**src/rtl/prog_counter_bus.sv**
```systemverilog
// prog_counter_bus
//   Parametrised up/down program counter with a programmable wrap limit and a
//   parallel load taken from a shared bidirectional bus. A load runs through a
//   short FSM. IDLE waits for a load edge. RELEASE keeps the bus undriven for
//   TURN cycles. CAPTURE then samples bus_in_i into the counter.
//
//   Optional feature macro: PROG_COUNTER_SATURATE_EN
//     defined   : steps at the limit hold the value, and tc_o pulses on every
//                 step that is attempted at the limit.
//     undefined : steps at the limit wrap (up: MAX->0, down: 0->MAX), and tc_o
//                 pulses after each wrap.
//
// Parameters
//   WIDTH  counter/bus width (2..32)
//   MAX    wrap limit, truncated to WIDTH bits; counts run 0..MAX
//   TURN   bus turnaround cycles before capture (1..15)
//
// Ports
//   clk        in   1      clock, rising edge
//   rst_n      in   1      asynchronous active-low reset
//   en_i       in   1      count enable (synchronised internally)
//   dir_i      in   1      direction, 1=up 0=down (synchronised)
//   load_i     in   1      load request, rising edge starts a load (synchronised)
//   oe_i       in   1      bus output-enable request (synchronised)
//   bus_in_i   in   WIDTH  bus input path, sampled in CAPTURE
//   bus_out_o  out  WIDTH  bus output path, equals count_o
//   bus_oe_o   out  WIDTH  bus output enable, all bits equal
//   count_o    out  WIDTH  current counter value
//   tc_o       out  1      terminal-count pulse, one cycle
//   busy_o     out  1      load sequence in progress
module prog_counter_bus #(
  parameter int unsigned WIDTH = 8,
  parameter logic [63:0] MAX   = (64'd1 << WIDTH) - 64'd1,
  parameter int unsigned TURN  = 1
) (
  input  logic             clk,
  input  logic             rst_n,
  input  logic             en_i,
  input  logic             dir_i,
  input  logic             load_i,
  input  logic             oe_i,
  input  logic [WIDTH-1:0] bus_in_i,
  output logic [WIDTH-1:0] bus_out_o,
  output logic [WIDTH-1:0] bus_oe_o,
  output logic [WIDTH-1:0] count_o,
  output logic             tc_o,
  output logic             busy_o
);

  localparam logic [WIDTH-1:0] MAX_W     = MAX[WIDTH-1:0];
  localparam logic [WIDTH-1:0] ZERO_W    = {WIDTH{1'b0}};
  localparam logic [WIDTH-1:0] ONE_W     = {{(WIDTH-1){1'b0}}, 1'b1};
  localparam logic [3:0]       TURN_INIT = 4'(TURN - 32'd1);

  typedef enum logic [1:0] {
    S_IDLE    = 2'd0,
    S_RELEASE = 2'd1,
    S_CAPTURE = 2'd2
  } state_e;

  state_e           state_q;
  logic [3:0]       turn_cnt_q;
  logic [WIDTH-1:0] count_q;
  logic             tc_q;

  logic             en_q;
  logic             dir_q;
  logic             load_q;
  logic             load_hist_q;
  logic             oe_q;

  logic             load_pulse_s;
  logic [WIDTH-1:0] step_d;
  logic             step_lim_d;

  assign load_pulse_s = load_q & ~load_hist_q;

  // Next value for one enabled step, plus a flag that marks a step at the limit.
  always_comb begin
    step_d     = count_q;
    step_lim_d = 1'b0;
    if (dir_q) begin
      // Loaded values above MAX also count as being at the limit.
      if (count_q >= MAX_W) begin
        step_lim_d = 1'b1;
`ifdef PROG_COUNTER_SATURATE_EN
        step_d     = count_q;
`else
        step_d     = ZERO_W;
`endif
      end else begin
        step_d     = count_q + ONE_W;
      end
    end else begin
      if (count_q == ZERO_W) begin
        step_lim_d = 1'b1;
`ifdef PROG_COUNTER_SATURATE_EN
        step_d     = ZERO_W;
`else
        step_d     = MAX_W;
`endif
      end else begin
        step_d     = count_q - ONE_W;
      end
    end
  end

  // Input synchronisers, load FSM, counter and terminal-count register.
  always_ff @(posedge clk or negedge rst_n) begin
    if (!rst_n) begin
      en_q        <= 1'b0;
      dir_q       <= 1'b0;
      load_q      <= 1'b0;
      load_hist_q <= 1'b0;
      oe_q        <= 1'b0;
      state_q     <= S_IDLE;
      turn_cnt_q  <= 4'd0;
      count_q     <= ZERO_W;
      tc_q        <= 1'b0;
    end else begin
      en_q        <= en_i;
      dir_q       <= dir_i;
      load_q      <= load_i;
      load_hist_q <= load_q;
      oe_q        <= oe_i;
      case (state_q)
        S_IDLE: begin
          if (load_pulse_s) begin
            state_q    <= S_RELEASE;
            turn_cnt_q <= TURN_INIT;
          end else begin
            state_q    <= S_IDLE;
          end
          if (en_q) begin
            count_q <= step_d;
            tc_q    <= step_lim_d;
          end else begin
            tc_q    <= 1'b0;
          end
        end
        // Counter is frozen while the bus turns around; load edges are ignored.
        S_RELEASE: begin
          tc_q <= 1'b0;
          if (turn_cnt_q == 4'd0) begin
            state_q    <= S_CAPTURE;
          end else begin
            turn_cnt_q <= turn_cnt_q - 4'd1;
          end
        end
        // Captured value takes priority over any pending step.
        S_CAPTURE: begin
          count_q <= bus_in_i;
          tc_q    <= 1'b0;
          state_q <= S_IDLE;
        end
        default: begin
          tc_q    <= 1'b0;
          state_q <= S_IDLE;
        end
      endcase
    end
  end

  assign count_o   = count_q;
  assign bus_out_o = count_q;
  assign tc_o      = tc_q;
  assign busy_o    = (state_q != S_IDLE);
  // The bus is driven only from IDLE, so the driver never contends with CAPTURE.
  assign bus_oe_o  = {WIDTH{(state_q == S_IDLE) & oe_q}};

endmodule
```
**config.mk**
```make
export PLATFORM = sky130hd
export DESIGN_NAME = prog_counter_bus
export DESIGN_NICKNAME = d
export VERILOG_FILES = /design/src/rtl/prog_counter_bus.sv
export SDC_FILE = /design/constraint.sdc
export NUM_CORES = 1
export LEC_CHECK = 0
export ABC_AREA = 1
export ABC_CLOCK_PERIOD_IN_PS = 1800
export BUFFER_PORTS_ARGS = -buffer_cell sky130_fd_sc_hd__buf_2
export CAP_MARGIN = 20
export CORE_ASPECT_RATIO = 2
export CORE_MARGIN = 3
export CORE_UTILIZATION = 25
export CTS_BUF_LIST = sky130_fd_sc_hd__clkbuf_4
export CTS_CLUSTER_DIAMETER = 100
export CTS_CLUSTER_SIZE = 24
export DETAILED_ROUTE_END_ITERATION = 6
export PLACE_DENSITY = 0.46
export SLEW_MARGIN = 20
export SYNTH_ARGS = -nofsm -noshare
export SYNTH_HDL_FRONTEND = slang
export SYNTH_SLANG_ARGS = --single-unit
```
**constraint.sdc**
```tcl
create_clock -name clk -period 1.8 [get_ports clk]
set_input_delay 0.09 -clock clk [delete_from_list [all_inputs] [get_ports clk]]
set_output_delay 0.09 -clock clk [all_outputs]
set_load 0.02 [all_outputs]
```
==> results.json <==
{
  "path_max_fanout": 7,
  "synth_edf_count": 0,
  "grt_max_degree": 21,
  "ys_async_sr_fraction_pct": 100,
  "synthDistinctLibCells": 25,
  "track_usage_pct": 13.0,
  "startpoint": "bus_out_o[0]",
  "initial_utilization_pct": 25.9,
  "post_dp_cell_area_um2": 1560,
  "diodes": 0,
  "numPortBuffers": 39,
  "worstSetupPathType": "flop to flop",
  "synth_area_leaders": "dfrtp_1 (36%), nand2_1 (11%), nand3_1 (8.5%), buf_4 (8.0%), nor2_1 (6.7%)",
  "fp.dieW_um": 59.0,
  "hold_class": "primary input to flop",
  "r2r-end": "bus_out_o[4]",
  "start_kind": "flop",
  "io_pins": 40,
  "r2r-start": "bus_out_o[0]",
  "fillers": 636,
  "viasPerCell": 4.53,
  "fin_tns_setup_ns": 0,
  "rsz0062_at_grt": "false",
  "num_rows": 38,
  "syn_nets": 214,
  "postRouteAntennaNets": 0,
  "worst_clock_skew_ns": 0.00188,
  "cts_setup_buffers": 0,
  "dr.pass1.iters": 4,
  "antenna_found_initial": 0,
  "nNetsFinal": 249,
  "clock-root-buffer": "clkbuf_4",
  "dr_total_vias": 1314,
  "overflow": 0,
  "fin_area_um2": 1670,
  "ir_worst_vdd_v": 0.000646,
  "syn_inst": 196,
  "cp.arrival_ns": 1.82,
  "yosys.area.top_type": "dfrtp_1",
  "die-area_um2": 6610,
  "drc": 0,
  "core_area_um2": 5420,
  "cap_violations": 0,
  "yosys_register_bits": 20,
  "worst_slew_pin_slew_ns": 0.469,
  "clkLatencyLatePin_ns": 0.30,
  "first_iter_violations": 19,
  "grt_pass1_vias": 1419,
  "post_drt_wl_per_cell_um": 13.1,
  "cts_buffers": 3,
  "hold_violations": 0,
  "clk_pin_slew_ns": 0.12,
  "place_congestion": 0.926,
  "place_inst": 280,
  "slew_headroom_pct": 68.8,
  "dp_hpwl_mm": 3.15,
  "final-setup-viol-count": 0,
  "htreeDepth": 1,
  "syn_avg_cell_area_um2": 7.17,
  "crit_path_end": "bus_out_o[4]",
  "ys_warn_count": 0,
  "die_h_um": 112,
  "status": "completed",
  "yosysSeqAreaShare_pct": 35.6,
  "cellLeakagePower_nw": 0.911,
  "ys_dominant_reg_cell": "dfrtp_1",
  "finalPower_mw": 2.81,
  "cts_sinks": 20,
  "stdcell_count": 290,
  "cts_tree": "built",
  "pre_cts_ws_ns": 0.209,
  "cts_buffer_depth": 2,
  "layout-drive-gt1-share_pct": 26.5,
  "crit_path_end_kind": "flop",
  "fmax_mhz": 615,
  "period_needed_ns": 1.63,
  "fin_crit_sh_pct": 90.3,
  "slew_violations": 0,
  "reg2reg_slack_ns": 0.17,
  "rr_worst_depth": 8,
  "power_density_nw_per_um2": 1680,
  "mappedNetlistArea_um2": 1410,
  "wl_mm": 3.81,
  "area_delta_synth_final_pct": 19.1,
  "setup_ws_ns": 0.174,
  "grt_pass1_wl_mm": 6.57,
  "worst_ep_required_time_ns": 2.00,
  "yosysTopAreaCellShare_pct": 35.6
}
[worst min path at each step]
stage                   end  depth (start not counted)   startpoint  slack [ns]
6_report       bus_out_o[1]                          5  bus_in_i[1]        0.09
5_1_grt        bus_out_o[7]                          5  bus_in_i[7]        0.13
4_1_cts        bus_out_o[1]                          5  bus_in_i[1]        0.08
3_5_place_dp           oe_q                          1        rst_n        0.07
3_3_place_gp           oe_q                          1        rst_n        0.08
2_1_floorplan  bus_out_o[0]                          0        rst_n       -0.21
[power by group]
group	leakage (nW)	switching, mW	internal, mW
Clock	0.0279	0.148	0.225
Combinational	0.632	1.11	0.550
Sequential	0.251	0.184	0.589
Total	0.911	1.44	1.36
[stage by stage]
step                utilization (%)  hold slack [ns]
finish                         30.9           0.0851
global route                   30.9            0.131
CTS                            30.8           0.0827
detailed placement             28.7           0.0708
global placement               28.7           0.0775
floorplan                         -           -0.206
[state kept, by name, indices dropped and copies added, names as in the netlist]
name / flops
bus_out_o: 8
dir_q: 1
en_q: 1
load_hist_q: 1
load_q: 1
oe_q: 1
state_q: 2
tc_o: 1
turn_cnt_q: 4
[logic make-up after synthesis]
family / after synthesis / share of synthesized area, %
flops: 20 / 35.6
compound gates: 24 / 9.71
simple gates: 100 / 31.7
buf+inv: 44 / 16.9
xor+xnor: 4 / 2.49
fa+ha+maj: 4 / 3.56
[Yosys cell counts (3+ instances only)]
cell and number:
nand2_1 40, nor2_1 25, nand3_1 24, inv_1 21, dfrtp_1 20, buf_4 15, o21ai_0 12, inv_2 5
ha_1 4, xor2_1 4, a21oi_1 3, o21ai_1 3
[what timing repair did]
item | CTS | global route
endpoints found under the setup margin | 0 | 1
hold endpoints to repair | 25 | 0
hold buffers | 6 | 0
gates resized for setup | 0 | 1
[critical path, stage by stage (launching register included)]
cell	delay, ns
dfrtp_1	0.47
inv_1	0.12
ha_1	0.24
nand3_1	0.13
nor3_4	0.07
nor2_2	0.20
nand3_1	0.15
nand2_1	0.08
o21ai_1	0.07
[per-layer routing]
| layer | GRT usage, % | part of all wire, % |
|---|---|---|
| met5 | 0 | 0 |
| met3 | 1.15 | 2.3 |
| met4 | 8.47 | 5.0 |
| met1 | 12.4 | 35 |
| met2 | 24.4 | 58 |
[cell usage in the layout (no fill, tap or decap)]
| cell type | instances |
|---|---|
| nor3_4 | 1 |
| ha_1 | 4 |
| clkinv_2 | 1 |
| o31ai_1 | 1 |
| o21ai_2 | 2 |
| nor2_2 | 2 |
| inv_2 | 5 |
| a21oi_1 | 3 |
| a31oi_1 | 1 |
| buf_4 | 2 |
| clkbuf_4 | 3 |
| nand3_1 | 24 |
| bufinv_16 | 1 |
| o21ai_0 | 12 |
| dfrtp_1 | 20 |
| nand2_1 | 40 |
| xor2_1 | 4 |
| nor2_1 | 25 |
| nor3_1 | 1 |
| dlygate4sd3_1 | 6 |
| o21ai_1 | 3 |
| nor2_4 | 2 |
| or2_2 | 1 |
| o211ai_1 | 2 |
| inv_1 | 21 |
| buf_2 | 39 |
| nand2_2 | 2 |
| nand4_1 | 2 |
[cell type report]
cell class | instances | area (µm²) | area share [%]
Clock buffer | 3 | 22.5 | 1.35
Clock inverter | 1 | 30.0 | 1.79
Timing Repair Buffer | 47 | 270 | 16.1
Tap cell | 60 | 75.1 | 4.48
Multi-Input combinational cell | 132 | 673 | 40.2
Inverter | 27 | 103 | 6.13
Sequential cell | 20 | 500 | 29.9
No activity file was read; power rests on OpenSTA's default activity.
